$ cat src/rtl/cal_carry_mc_if.sv
// Bus bundle for cal_carry_mc: raw delay-line taps and eye clear in,
// eye map, averaged spans and miss counters out.
interface cal_carry_mc_if #(
  parameter int unsigned TAPS = 100,
  parameter int unsigned CH   = 2,
  parameter int unsigned DW   = $clog2(TAPS)
);
  logic [CH*TAPS-1:0]     taps;
  logic                   clr;
  logic [CH*(TAPS-1)-1:0] eye;
  logic [CH*DW-1:0]       d;
  logic [CH-1:0]          d_valid;
  logic [CH*8-1:0]        miss;

  modport master (output taps, clr, input eye, d, d_valid, miss);
  modport slave  (input taps, clr, output eye, d, d_valid, miss);
endinterface

$ cat src/rtl/cal_carry_mc.sv
// Multi-channel carry-chain calibrator: synchronises delay-line taps, keeps an
// eye map of transitions and round-robin scans each channel for its edge-1..3 span.
module cal_carry_mc #(
  parameter int unsigned TAPS     = 100,
  parameter int unsigned CH       = 2,
  parameter int unsigned HOLD     = 7,
  parameter int unsigned AVG_LOG2 = 2
) (
  input  logic          c,
  input  logic          rn,
  cal_carry_mc_if.slave bus
);
  localparam int unsigned DW  = $clog2(TAPS);
  localparam int unsigned CHW = (CH > 1) ? $clog2(CH) : 1;
  localparam int unsigned AW  = DW + AVG_LOG2;
  localparam int unsigned SW  = AVG_LOG2 + 1;
  localparam int unsigned EW  = TAPS - 1;

  typedef enum logic [1:0] {
    ST_LOAD = 2'd0,
    ST_SCAN = 2'd1,
    ST_DONE = 2'd2
  } state_e;

  state_e state_q, state_d;

  (* ASYNC_REG = "TRUE" *) logic [CH*TAPS-1:0] s1_q;
  (* ASYNC_REG = "TRUE" *) logic [CH*TAPS-1:0] s2_q;

  logic [CH*EW-1:0] eye_q, eye_d;
  logic [TAPS-1:0]  s2_ch [CH];

  logic [TAPS-1:0]  sr_q, sr_d;
  logic [DW-1:0]    k_q, k_d;
  logic [DW-1:0]    p1_q, p1_d;
  logic [DW-1:0]    p3_q, p3_d;
  logic [DW-1:0]    lk_q, lk_d;
  logic [1:0]       ne_q, ne_d;
  logic [CHW-1:0]   ch_q, ch_d;

  logic [AW-1:0]    acc_q  [CH];
  logic [AW-1:0]    acc_d  [CH];
  logic [SW-1:0]    scnt_q [CH];
  logic [SW-1:0]    scnt_d [CH];
  logic [7:0]       miss_q [CH];
  logic [7:0]       miss_d [CH];
  logic [DW-1:0]    d_q    [CH];
  logic [DW-1:0]    d_d    [CH];
  logic [CH-1:0]    dv_q, dv_d;

  logic             edge_ok;
  logic [AW-1:0]    sum;
  logic [SW-1:0]    scnt_inc;
  logic [CH*DW-1:0] d_flat;
  logic [CH*8-1:0]  miss_flat;

  // Two-stage synchroniser on every tap before any other use
  always_ff @(posedge c or negedge rn) begin
    if (!rn) begin
      s1_q <= '0;
      s2_q <= '0;
    end else begin
      s1_q <= bus.taps;
      s2_q <= s1_q;
    end
  end

  // Eye map: sticky OR of adjacent-tap differences, clear wins
  always_comb begin
    eye_d = eye_q;
    if (bus.clr) begin
      eye_d = '0;
    end else begin
      for (int n = 0; n < CH; n++) begin
        for (int k = 0; k < EW; k++) begin
          eye_d[n*EW+k] = eye_q[n*EW+k] | (s2_q[n*TAPS+k] ^ s2_q[n*TAPS+k+1]);
        end
      end
    end
  end

  always_ff @(posedge c or negedge rn) begin
    if (!rn) eye_q <= '0;
    else     eye_q <= eye_d;
  end

  always_comb begin
    for (int n = 0; n < CH; n++) s2_ch[n] = s2_q[n*TAPS +: TAPS];
  end

  // Scan FSM: state register
  always_ff @(posedge c or negedge rn) begin
    if (!rn) state_q <= ST_LOAD;
    else     state_q <= state_d;
  end

  // Scan FSM: next state
  always_comb begin
    state_d = state_q;
    unique case (state_q)
      ST_LOAD: state_d = ST_SCAN;
      ST_SCAN: if (k_q == DW'(TAPS - 1)) state_d = ST_DONE;
      ST_DONE: state_d = ST_LOAD;
      default: state_d = ST_LOAD;
    endcase
  end

  // Scan FSM: datapath and output next values
  always_comb begin
    sr_d     = sr_q;
    k_d      = k_q;
    p1_d     = p1_q;
    p3_d     = p3_q;
    lk_d     = lk_q;
    ne_d     = ne_q;
    ch_d     = ch_q;
    acc_d    = acc_q;
    scnt_d   = scnt_q;
    miss_d   = miss_q;
    d_d      = d_q;
    dv_d     = '0;
    edge_ok  = 1'b0;
    sum      = '0;
    scnt_inc = '0;
    unique case (state_q)
      ST_LOAD: begin
        sr_d = s2_ch[ch_q];
        ne_d = '0;
        lk_d = '0;
        p1_d = '0;
        p3_d = '0;
        k_d  = DW'(1);
      end
      ST_SCAN: begin
        // sr[0]^sr[1] is the transition between taps k-1 and k
        edge_ok = (sr_q[0] ^ sr_q[1]) && (ne_q != 2'd3) &&
                  ((ne_q == 2'd0) || ((k_q - lk_q) > DW'(HOLD)));
        if (edge_ok) begin
          ne_d = ne_q + 2'd1;
          lk_d = k_q;
          if (ne_q == 2'd0) p1_d = k_q;
          if (ne_q == 2'd2) p3_d = k_q;
        end
        sr_d = {1'b0, sr_q[TAPS-1:1]};
        k_d  = k_q + DW'(1);
      end
      ST_DONE: begin
        if (ne_q == 2'd3) begin
          sum      = acc_q[ch_q] + AW'(p3_q - p1_q);
          scnt_inc = scnt_q[ch_q] + SW'(1);
          if (scnt_inc == SW'(1 << AVG_LOG2)) begin
            d_d[ch_q]    = DW'(sum >> AVG_LOG2);
            dv_d[ch_q]   = 1'b1;
            acc_d[ch_q]  = '0;
            scnt_d[ch_q] = '0;
          end else begin
            acc_d[ch_q]  = sum;
            scnt_d[ch_q] = scnt_inc;
          end
        end else if (miss_q[ch_q] != 8'hFF) begin
          miss_d[ch_q] = miss_q[ch_q] + 8'd1;
        end
        ch_d = (ch_q == CHW'(CH - 1)) ? '0 : ch_q + CHW'(1);
      end
      default: ;
    endcase
  end

  always_ff @(posedge c or negedge rn) begin
    if (!rn) begin
      sr_q   <= '0;
      k_q    <= '0;
      p1_q   <= '0;
      p3_q   <= '0;
      lk_q   <= '0;
      ne_q   <= '0;
      ch_q   <= '0;
      acc_q  <= '{default: '0};
      scnt_q <= '{default: '0};
      miss_q <= '{default: '0};
      d_q    <= '{default: '0};
      dv_q   <= '0;
    end else begin
      sr_q   <= sr_d;
      k_q    <= k_d;
      p1_q   <= p1_d;
      p3_q   <= p3_d;
      lk_q   <= lk_d;
      ne_q   <= ne_d;
      ch_q   <= ch_d;
      acc_q  <= acc_d;
      scnt_q <= scnt_d;
      miss_q <= miss_d;
      d_q    <= d_d;
      dv_q   <= dv_d;
    end
  end

  // Flatten per-channel registers onto the bus
  always_comb begin
    d_flat    = '0;
    miss_flat = '0;
    for (int n = 0; n < CH; n++) begin
      d_flat[n*DW +: DW]  = d_q[n];
      miss_flat[n*8 +: 8] = miss_q[n];
    end
  end

  assign bus.eye     = eye_q;
  assign bus.d       = d_flat;
  assign bus.d_valid = dv_q;
  assign bus.miss    = miss_flat;

endmodule

$ cat src/flat_wrapper.sv
// flat-port wrapper written by rule: the top's interface ports become plain ports
module cal_carry_mc_flat 
#(
  parameter int unsigned TAPS     = 100,
  parameter int unsigned CH       = 2,
  parameter int unsigned HOLD     = 7,
  parameter int unsigned AVG_LOG2 = 2
)
  (c, rn, bus_taps, bus_clr, bus_eye, bus_d, bus_d_valid, bus_miss);
  cal_carry_mc_if #(.TAPS(TAPS), .CH(CH)) bus_i ();
  input  logic c;
  input  logic rn;
  input wire logic [$bits(bus_i.taps)-1:0] bus_taps;
  input wire logic [$bits(bus_i.clr)-1:0] bus_clr;
  output wire logic [$bits(bus_i.eye)-1:0] bus_eye;
  output wire logic [$bits(bus_i.d)-1:0] bus_d;
  output wire logic [$bits(bus_i.d_valid)-1:0] bus_d_valid;
  output wire logic [$bits(bus_i.miss)-1:0] bus_miss;
  assign bus_i.taps = bus_taps;
  assign bus_i.clr = bus_clr;
  assign bus_eye = bus_i.eye;
  assign bus_d = bus_i.d;
  assign bus_d_valid = bus_i.d_valid;
  assign bus_miss = bus_i.miss;
  cal_carry_mc #(.TAPS(TAPS), .CH(CH), .HOLD(HOLD), .AVG_LOG2(AVG_LOG2)) u_core (.c(c), .rn(rn), .bus(bus_i));
endmodule
$ cat config.mk
export PLATFORM = sky130hd
export DESIGN_NAME = cal_carry_mc_flat
export DESIGN_NICKNAME = d
export VERILOG_FILES = /design/src/rtl/cal_carry_mc_if.sv /design/src/rtl/cal_carry_mc.sv /design/src/flat_wrapper.sv
export SDC_FILE = /design/constraint.sdc
export NUM_CORES = 1
export LEC_CHECK = 0
export CAP_MARGIN = 20
export CORE_MARGIN = 5
export CORE_UTILIZATION = 47
export DETAILED_ROUTE_END_ITERATION = 12
export MAX_ROUTING_LAYER = met4
export PLACE_DENSITY = 0.71
export SKIP_CTS_REPAIR_TIMING = 1
export SLEW_MARGIN = 20
export SYNTH_ARGS = -nofsm -noshare
export SYNTH_HDL_FRONTEND = slang
export SYNTH_SLANG_ARGS = --single-unit
$ cat constraint.sdc
create_clock -name c -period 5.1 [get_ports c]
set_clock_uncertainty 0.15 [all_clocks]
set_input_delay 1.53 -clock c [delete_from_list [all_inputs] [get_ports c]]
set_output_delay 1.53 -clock c [all_outputs]
set_load 0.05 [all_outputs]
# Word level (Yosys, flattened, before mapping)
# Cells that the tools add are included.
[word_totals]
elab_cells = 509
reg_bits = 787
[classes]
reduce_logical = 14
n_addsub = 8
bitwise_logic = 403
n_mux = 47
order_cmp = 5
n_eq_ne = 12
[op_table]
columns = ["cell", "n"]
rows = [
  ["2-to-1 mux 100 bit", 3],
  ["one-hot mux 100 bit (2 select lines)", 1],
  ["bitwise XOR 1 bit", 199],
  ["2-to-1 mux 198 bit", 1],
  ["OR 1 bit", 198],
  ["one-hot mux 7 bit (2 select lines)", 4],
  ["2-to-1 mux 7 bit", 6],
  ["2-to-1 mux 9 bit", 4],
  ["2-to-1 mux 8 bit", 4],
  ["bitwise AND 18 bit", 1],
  ["bitwise mux 18 bit", 1],
  ["2-to-1 mux 18 bit", 1],
  ["inverter 18 bit", 1],
  ["bitwise mux 16 bit", 1],
  ["bitwise mux 14 bit", 1],
  ["2-to-1 mux 3 bit", 4],
  ["AND reduction 3 bit", 4],
  ["2-to-1 mux 2 bit", 5],
  ["adder 9 bit", 1],
  ["demux 9 bit (select 1 bit)", 1],
  ["adder 8 x 1 -> 8 bit (second input constant)", 1],
  ["demux 8 bit (select 1 bit)", 1],
  ["inequality test 2 x 1 -> 1 bit (second input constant)", 4],
  ["inequality test 8 bit (second input constant)", 1],
  ["other kinds (32)", 41],
]

# Depth between registers and ports, before layout
# Gate-level depths: netlist of run 1.
[logic_depth]
word_depth = 9
depth_mapped = 15
depth_no_buf = 15

# Worst setup path before layout of run 1
# Ideal clock, no wire load.
[synth_path]
path_type = "reg2reg"
start = "reg u_core.ch_q"
end = "reg u_core.acc_q[17] in the netlist's numbering"
synth_period_minus_slack_ns = 3.557
path_slack_ns = 1.543
required_time_ns = 4.817
stages_incl_launch_ff = 14
t_arrival_ns = 3.274
n_path_buf = 4
path_cell_list = "dfrtp_1 buf_2 buf_2 buf_2 buf_2 mux2_2 ha_1 fa_1 a21o_1 a21oi_1 o21ai_0 o41ai_1 and4_1 o31ai_1"
[synth_between]
elab_chain_len = 8
[synth_lines]
columns = ["element", "line_no", "text"]
rows = [
  ["from (decl)", "cal_carry_mc.sv:39", "logic [CHW-1:0] ch_q, ch_d;"],
  ["from (signal assigned)", "cal_carry_mc.sv:190", "ch_q <= ch_d;"],
  ["inverter 1 -> 2 bit (not written as such) *", "-", ""],
  ["parallel branches: the longest is 6 deep, another holds adder 9 bit", "-", ""],
  ["2-to-1 mux 18 bit *", "cal_carry_mc.sv:151", "if (scnt_inc == SW'(1 << AVG_LOG2)) begin"],
  ["to (signal assigned)", "cal_carry_mc.sv:178", "acc_q <= '{default: '0};"],
  ["to (signal assigned)", "cal_carry_mc.sv:191", "acc_q <= acc_d;"],
  ["to (decl)", "cal_carry_mc.sv:41", "logic [AW-1:0] acc_q [CH];"],
]
# Every way passes the cells marked *. The select of a mux whose other input is x is not followed.
# A chain may end at the register's enable or synchronous reset.

# Worst setup path after layout of run 1
[layout_path]
start = "reg u_core.ch_q"
end = "reg u_core.acc_q[7] in the netlist's numbering"
# Same word-level chain as after synthesis.

==> results of run 1 <==
[worst max path at each step]
stage	startpoint	end	slack (ns)	depth (start not counted)
after global routing	u_core.ch_q	u_core.bus.d[12]	1.12	8
after floorplan	u_core.ch_q	u_core.acc_q[17]	1.54	13
after global placement	u_core.ch_q	u_core.bus.d[13]	1.50	8
after CTS	u_core.ch_q	u_core.acc_q[7]	1.33	8
after detailed placement	u_core.ch_q	u_core.acc_q[7]	1.37	8
final	u_core.ch_q	u_core.acc_q[7]	1.37	8
[cell usage in the layout, fill, tap and decap left out, types with 4 or more instances in the layout]
master           instances
dfrtp_1                784
nor2_1                 516
clkdlybuf4s50_1        430
xor2_1                 209
nand2_1                168
o21ai_0                140
mux2i_1                121
a21oi_1                116
clkbuf_16               81
inv_1                   31
ha_1                    28
mux2_2                  22
buf_4                   18
diode_2                 17
clkbuf_8                17
clkbuf_1                14
xnor2_1                 13
clkinv_2                13
o31ai_1                 12
nand3_1                 12
bufinv_16                9
buf_12                   8
nor2b_1                  6
a21o_1                   6
nor3_1                   6
a22o_1                   6
o21ai_1                  6
o22ai_1                  5
o21a_1                   4
nand3b_1                 4
a211oi_1                 4
[report_power, final]
group,leakage (uW),total [uW],switching (uW),internal (uW)
clock network,0.00135,6040,2400,3640
logic,0.00521,1460,932,525
registers,0.00975,6770,223,6550
[metal layers]
metal	part of all wire	wire, um	track usage	up-vias
met1	0.41	27900	0.264	9066
met5	0	0	-	-
met3	0.050	3400	0.0504	109
met4	0.027	1850	0.0625	0
li1	-	-	-	8629
met2	0.51	34300	0.350	375
[Yosys cell counts (all sizes together) (6+ instances only)]
| master | instances |
|---|---|
| xnor2 | 14 |
| inv | 31 |
| mux2 | 22 |
| a21oi | 117 |
| nor2 | 516 |
| o31ai | 13 |
| xor2 | 209 |
| nor3 | 7 |
| o21ai | 146 |
| nand3 | 12 |
| a22o | 6 |
| a21o | 6 |
| nand2 | 168 |
| buf | 28 |
| nor2b | 6 |
| clkbuf | 70 |
| mux2i | 121 |
| dfrtp | 787 |
| ha | 28 |
[cell families after synthesis]
logic type / Yosys count / share of synthesized area
muxes: 143 / 0.0508
AOI/OAI and AO/OA: 321 / 0.0629
xor gates and xnor gates: 223 / 0.0683
adders and majority gates: 31 / 0.0143
and+or+nand+nor: 731 / 0.0995
DFF: 787 / 0.686
buffers and inverters: 129 / 0.0181
[registers in the layout (all words and copies together) (netlist names)]
register / cells
u_core.s1_q: 200
u_core.s2_q: 200
u_core.bus.eye: 198
u_core.sr_q: 100
u_core.acc_q: 18
u_core.bus.miss: 16
u_core.bus.d: 14
u_core.k_q: 7
u_core.lk_q: 7
u_core.p1_q: 7
u_core.p3_q: 7
u_core.scnt_q: 6
u_core.bus.d_valid: 2
u_core.ne_q: 2
u_core.state_q: 2
u_core.ch_q: 1
[worst max-delay path: cells and delay by family (launching register included)]
kind,cells,cell delay (ns)
compound gates,3,0.97
buf+inv,2,0.91
simple gates,1,0.19
mux,1,0.42
fa+ha+maj,1,0.34
flops,1,0.63
[final cells by class]
cell class                      instances  area, um^2
Fill cell                            4624       23700
Sequential cell                       787       19700
Multi-Input combinational cell       1449        8500
Timing Repair Buffer                  458        4630
Clock buffer                          112        2310
Tap cell                              782         978
Clock inverter                         30         442
Inverter                               31         116
Antenna cell                           17        42.5
[metrics by stage]
step	utilization	hold slack [ns]	power, uW
floorplan	-	0.181	7580
global placement	0.561	0.183	8330
detailed placement	0.561	0.185	8350
CTS	0.606	0.194	14400
global route	0.607	0.200	14800
finish	0.607	0.190	14300
==> results_dict.tcl, run 1 <==
set metrics [dict create \
    syn_to_final_growth_pct 27.9 \
    reg2regPathDepth 8 \
    grt_overflow_total 0 \
    arrival_ns 4.08 \
    core_um2 60500 \
    outcome "complete, no violations" \
    nets 3040 \
    wl_per_cell_um 18.4 \
    grt_max_degree 92 \
    r2r_start "u_core.ch_q" \
    period_share 0.731 \
    num_io_pins 433 \
    first_global_vias 19600 \
    place.detailed.hpwl_um 46700 \
    grt_pass1_wl_um 109000 \
    syn_nets 2599 \
    synth_flop_cell "dfrtp_1" \
    antenna_found_initial 17 \
    via_per_inst 4.96 \
    layout_min_cycle_time_ns 3.73 \
    insertion_delay_ns 0.61 \
    hold_start "u_core.s1_q[97]" \
    required_ns 5.45 \
    cap_violations 0 \
    path_class "register to register" \
    crit_path_max_incr_delay_ns 0.84 \
    hold_class "register to register" \
    hold_depth 0 \
    dr.pass1.iters 5 \
    yosysWarnings 0 \
    cts_buffers 79 \
    synth.avg_cell_area_um2 12.1 \
    synth_top_area_frac 0.686 \
    synth_seq_area_share 0.686 \
    fmax_mhz 268 \
    dpl_cell_area_um2 33900 \
    start_kind "register" \
    r2r_slack_ns 1.37 \
    clk_pin_slew_ns 0.06 \
    worst_pin_slew_ns 1.05 \
    core.rowCount 90 \
    yosys.area.top_type "dfrtp_1" \
    drive_gt1_frac 0.0659 \
    worstPathCellList "buf_4 -> mux2_2 -> ha_1 -> inv_1 -> o21bai_1 -> a2111oi_1 -> nor3b_1 -> o31ai_1" \
    ys_types 55 \
    critPathCaptureType "register" \
    htree_levels 3 \
    num_vias 18200 \
    synth.area.top_cells "dfrtp_1, nor2_1, xor2_1, mux2i_1, o21ai_0" \
    start_util 0.475 \
    drt_iter0_markers 984 \
    p_leak_uw 0.0163 \
    hold_viol_final 0 \
    grt.total_usage 0.212 \
    crit_slowest_cell "buf_4" \
    drc 0 \
    fin_ws_ns 1.37 \
    cts_tree "yes" \
    fin_cells 3666 \
    powerDensity_nw_per_um2 388 \
    die_width_um 257 \
    finalSetupViolCount 0 \
    gp_congestion 0.848 \
    drt-total-wl_um 67500 \
    cts_root_buffer "clkbuf_16" \
    die_area_um2 66100 \
    synth_area_um2 28700 \
    peakVddDrop_mv 0.326 \
    synth_seq_cells 787 \
    cts.path.max_buffers 3 \
    dp_cells 3507 \
    r2r_end "u_core.acc_q[7]" \
    maxSlewHeadroom 0.300 \
    port_buffers 432 \
    slew_viol_final 0 \
    hold_path_end "u_core.s2_q[97]" \
    final_cell_area_um2 36700 \
    ant_nets 0 \
    critPathMaxFanout 55 \
    clkSinkCount 787 \
    synthArstFlopShare 1.00 \
    place_ws_ns 1.37 \
    tns_ns 0 \
    syn_inst 2365 \
    synth_edf_count 0 \
    rsz0062_at_grt "false" \
    die_h_um 257 \
]
No activity file was read; power rests on OpenSTA's default activity.
==> inputs of run 2 (changes only) <==
==> constraint.sdc (replaced) <==
create_clock -name c -period 3.83 [get_ports c]
set_clock_uncertainty 0.15 [all_clocks]
set_input_delay 1.149 -clock c [delete_from_list [all_inputs] [get_ports c]]
set_output_delay 1.149 -clock c [all_outputs]
set_load 0.05 [all_outputs]
==> run 2 against run 1 <==
Effect of this change: clock-buffer cell count is 3 lower; register-to-register slack lost 0.92 ns; sequential share of layout area down 0.28 points; final area rose by 0.52%; core utilization up 0.31 points; combinational power rose by 33%; sequential power increased by 33%; non-clock buffer count rose by 4; sequential cell count stayed put; setup slack worse by 0.92 ns; largest power group unchanged.
==> results_dict.tcl, run 2 (same netlist as run 1, synthesis figures left out) <==
set metrics [dict create \
    outcome "complete, no violations" \
    hold_viol_final 0 \
    antenna_found_initial 18 \
    drt-total-wl_um 67700 \
    start_kind "register" \
    core_um2 60500 \
    layout_common_cells "dfrtp_1, nor2_1, clkdlybuf4s50_1" \
    path_class "register to register" \
    clkSinkCount 787 \
    die_h_um 257 \
    drive_gt1_frac 0.0699 \
    finalSetupViolCount 0 \
    maxSlewHeadroom 0.311 \
    nets 3045 \
    worst_pin_slew_ns 1.03 \
    cts_tree "yes" \
    place_ws_ns 0.508 \
    timing.hold.ws_ns 0.194 \
    peakVddDrop_mv 0.588 \
    grt_max_degree 119 \
    place.detailed.hpwl_um 46400 \
    fin_ws_ns 0.457 \
    htree_levels 3 \
    pwr-share-comb 0.100 \
    wl_per_cell_um 18.4 \
    critPathMaxFanout 5 \
    p_switching_uw 4860 \
    cap_violations 0 \
    critPathCaptureType "register" \
    syn_to_final_growth_pct 28.6 \
    insertion_delay_ns 0.63 \
    crit_path_max_incr_delay_ns 0.56 \
    crit_slowest_cell "a2111oi_1" \
    arrival_ns 3.73 \
    drc 0 \
    fin_cells 3677 \
    gp_congestion 0.864 \
    required_ns 4.19 \
    via_per_inst 4.97 \
    dp_cells 3511 \
    worstPathCellList "inv_1 -> ha_1 -> inv_1 -> fa_1 -> a21o_1 -> a21oi_1 -> o21bai_1 -> a21oi_1 -> xnor2_1 -> ha_1 -> a2111oi_1 -> nor3b_1 -> o31ai_1" \
    start_util 0.475 \
    layout_min_cycle_time_ns 3.37 \
    first_global_vias 19600 \
    ant_nets 0 \
    tns_ns 0 \
    powerDensity_nw_per_um2 522 \
    hold_class "register to register" \
    slew_viol_final 0 \
    rsz0062_at_grt "false" \
    core.rowCount 90 \
    cts_root_buffer "clkbuf_16" \
    die_width_um 257 \
    seq_power_share 0.468 \
    period_share 0.881 \
    grt_overflow_total 0 \
    die_area_um2 66100 \
    r2r_slack_ns 0.46 \
    sw_frac_of_total 0.252 \
    cts_buffers 80 \
    num_vias 18300 \
    intPower_uw 14400 \
    p_leak_uw 0.0164 \
    grt_pass1_wl_um 109000 \
    fmax_mhz 296 \
    p_clk_frac 0.432 \
    num_io_pins 433 \
    final_common_cell "dfrtp_1" \
    dr.pass1.iters 5 \
    grt.total_usage 0.211 \
    port_buffers 432 \
    drt_iter0_markers 1032 \
    clk_pin_slew_ns 0.06 \
    cts.path.max_buffers 3 \
]
==> run 2: metrics by stage <==
stage               power (uW)  area (um^2)   util
floorplan                10100        28700      -
global placement         11100        34000  0.562
detailed placement       11100        34000  0.562
CTS                      19500        36900  0.610
global route             20000        36900  0.610
finish                   19300        36900  0.610
==> run 2: worst max-delay path, delay by kind of cell (launching register included) <==
kind | cells | cell delay, ns
xor gates and xnor gates | 1 | 0.09
buffers and inverters | 2 | 0.13
and+or+nand+nor | 1 | 0.20
DFF | 1 | 0.36
adders and majority gates | 3 | 0.80
AOI/OAI and AO/OA | 6 | 1.54
==> run 2: per-layer routing <==
metal / up-vias / global-route usage / part of all wire
met5: - / - / 0
met3: 106 / 0.0515 / 0.049
met4: 0 / 0.0635 / 0.027
li1: 8635 / - / -
met1: 9153 / 0.260 / 0.41
met2: 363 / 0.351 / 0.51
==> run 2: final timing paths <==
path | from | end | cells after the start
hold reg to reg | u_core.s1_q[143] | u_core.s2_q[143] | 0
setup reg to reg | u_core.p3_q[0] | u_core.acc_q[16] | 13
hold / removal | u_core.s1_q[143] | u_core.s2_q[143] | 0
setup / recovery | u_core.p3_q[0] | u_core.acc_q[16] | 13
min in group asynchronous | rn | u_core.s2_q[31] | 1
max in group asynchronous | rn | u_core.sr_q[55] | 3
==> run 2: final cells by class <==
type                            count  area [um^2]
Antenna cell                       18         45.0
Clock buffer                      109         2290
Clock inverter                     39          601
Fill cell                        4658        23600
Inverter                           31          116
Multi-Input combinational cell   1449         8490
Sequential cell                   787        19700
Tap cell                          782          978
Timing Repair Buffer              462         4680
==> run 2: power groups by stage <==
stage,combinational (uW),sequential [uW],clock (uW)
detailed placement,1960,9170,0
CTS,1970,9020,8520
global route,2070,9060,8870
global placement,1940,9160,0
floorplan,343,9760,0
finish,1940,9020,8330
==> inputs of run 3 (changes only) <==
--- a/config.mk
+++ b/config.mk
@@ -6,7 +6,7 @@
 export NUM_CORES = 1
 export LEC_CHECK = 0
 export CAP_MARGIN = 20
-export CORE_MARGIN = 5
+export CORE_MARGIN = 1
 export CORE_UTILIZATION = 47
 export DETAILED_ROUTE_END_ITERATION = 12
 export MAX_ROUTING_LAYER = met4
==> run 3 against run 2 <==
Effect of this change: total power shrank 0.93%; sequential share of layout area shrank 0.10 points; die area shrank 6.1%; maximum frequency grew 0.67%; first-iteration DRC count grew 5.8%; register-to-register slack gained 0.02 ns; combinational power is essentially flat; via count grew 1.0%; cell count grew 0.27%; routed wire length shrank 2.5%; sequential cell count is the same; non-clock buffer count grew 13; critical endpoint is now u_core.acc_q[7]; highest routed layer unchanged.
==> results_dict.tcl, run 3 (same netlist as run 1, synthesis figures left out) <==
set metrics [dict create \
    outcome "complete, no violations" \
    p_leak_uw 0.0165 \
    cts_root_buffer "clkbuf_16" \
    insertion_delay_ns 0.62 \
    critPathMaxFanout 5 \
    fin_ws_ns 0.479 \
    worstPathCellList "inv_1 -> ha_1 -> inv_1 -> fa_1 -> a21o_1 -> a21oi_1 -> o21bai_1 -> a21oi_1 -> xnor2_1 -> ha_1 -> a2111oi_1 -> nor3b_1 -> o31ai_1" \
    syn_to_final_growth_pct 28.8 \
    crit_slowest_cell "a2111oi_1" \
    clk_pin_slew_ns 0.06 \
    htree_levels 3 \
    die_width_um 249 \
    core.rowCount 90 \
    via_per_inst 5.00 \
    multiInputGateArea_um2 8490 \
    crit_path_max_incr_delay_ns 0.54 \
    dp_cells 3524 \
    slew_viol_final 0 \
    cap_violations 0 \
    fmax_mhz 298 \
    maxSlewHeadroom 0.308 \
    grt_max_degree 210 \
    ff_latch_area_um2 19700 \
    finalSetupViolCount 0 \
    timing.hold.ws_ns 0.193 \
    worst_pin_slew_ns 1.04 \
    start_kind "register" \
    clkSinkCount 787 \
    dr.pass1.iters 5 \
    tns_ns 0 \
    die_h_um 249 \
    drive_gt1_frac 0.0741 \
    required_ns 4.18 \
    antenna_found_initial 16 \
    port_buffers 432 \
    drt-total-wl_um 66100 \
    cts_buffers 81 \
    start_util 0.476 \
    layout_min_cycle_time_ns 3.35 \
    n_fill_cell 4608 \
    die_area_um2 62100 \
    critPathCaptureType "register" \
    arrival_ns 3.70 \
    fin_cells 3687 \
    cts.path.max_buffers 3 \
    grt_pass1_wl_um 107000 \
    core_um2 60400 \
    cts_tree "yes" \
    first_global_vias 19500 \
    cp_num_buf_inv 2 \
    grt_overflow_total 0 \
    num_io_pins 433 \
    drt_iter0_markers 1092 \
    final_common_cell "dfrtp_1" \
    rsz0062_at_grt "false" \
    path_class "register to register" \
    num_vias 18400 \
    layout_common_cells "dfrtp_1, nor2_1, clkdlybuf4s50_1" \
    place.detailed.hpwl_um 45000 \
    grt.total_usage 0.225 \
    gp_congestion 0.829 \
    hold_class "register to register" \
    place_ws_ns 0.519 \
    period_share 0.875 \
    drc 0 \
    hold_viol_final 0 \
    peakVddDrop_mv 0.468 \
    critPathTopFamily "compound AO/OA/AOI/OAI gates" \
    nets 3059 \
    wl_per_cell_um 17.9 \
    powerDensity_nw_per_um2 517 \
    ant_nets 0 \
]
## run 3: cell count changes in the layout (fill, tap and decap cells not counted), moves of 2 or more
cell | before | now
buf_12 | 10 | 14
buf_4 | 19 | 29
bufinv_16 | 11 | 7
clkbuf_8 | 16 | 19
clkinv_2 | 12 | 15
clkinvlp_4 | 7 | 4
diode_2 | 18 | 16
## run 3: final cells by class
class	count	area share
clock buffers	112	0.0637
clock inverters	35	0.0127
flip-flops and latches	787	0.533
diodes	16	0.00108
inverters	31	0.00315
well taps	782	0.0265
repair buffers	475	0.131
multi-input cells	1449	0.230
## run 3: per-stage QoR
| step | utilization | power [uW] | instance area [um^2] |
|---|---|---|---|
| after floorplan | - | 10100 | 28700 |
| after global routing | 0.613 | 19800 | 37000 |
| after global placement | 0.565 | 11100 | 34100 |
| after CTS | 0.612 | 19300 | 36900 |
| final | 0.613 | 19100 | 37000 |
| after detailed placement | 0.565 | 11100 | 34100 |
## run 3: where the power goes
group	switching, uW	internal [uW]	leakage (uW)
clock	3310	4820	0.00138
combinational	1240	716	0.00532
sequential	292	8720	0.00975
total	4850	14300	0.0165
## run 3: metal layers
metal | track usage | vias to the layer above | part of all wire
li1 | - | 8658 | -
met1 | 0.285 | 9257 | 0.43
met2 | 0.361 | 423 | 0.49
met3 | 0.0474 | 108 | 0.047
met4 | 0.0757 | 0 | 0.028
met5 | - | - | 0
## run 3: path summary, 6_finish.rpt
check	start	end	slack [ns]	cells past startpoint
min	u_core.s1_q[116]	u_core.s2_q[116]	0.19	0
max in group asynchronous	rn	u_core.bus.eye[190]	2.18	2
max reg2reg	u_core.p3_q[0]	u_core.acc_q[7]	0.48	13
max	u_core.p3_q[0]	u_core.acc_q[7]	0.48	13
min reg2reg	u_core.s1_q[116]	u_core.s2_q[116]	0.19	0
min in group asynchronous	rn	u_core.s2_q[116]	0.42	1
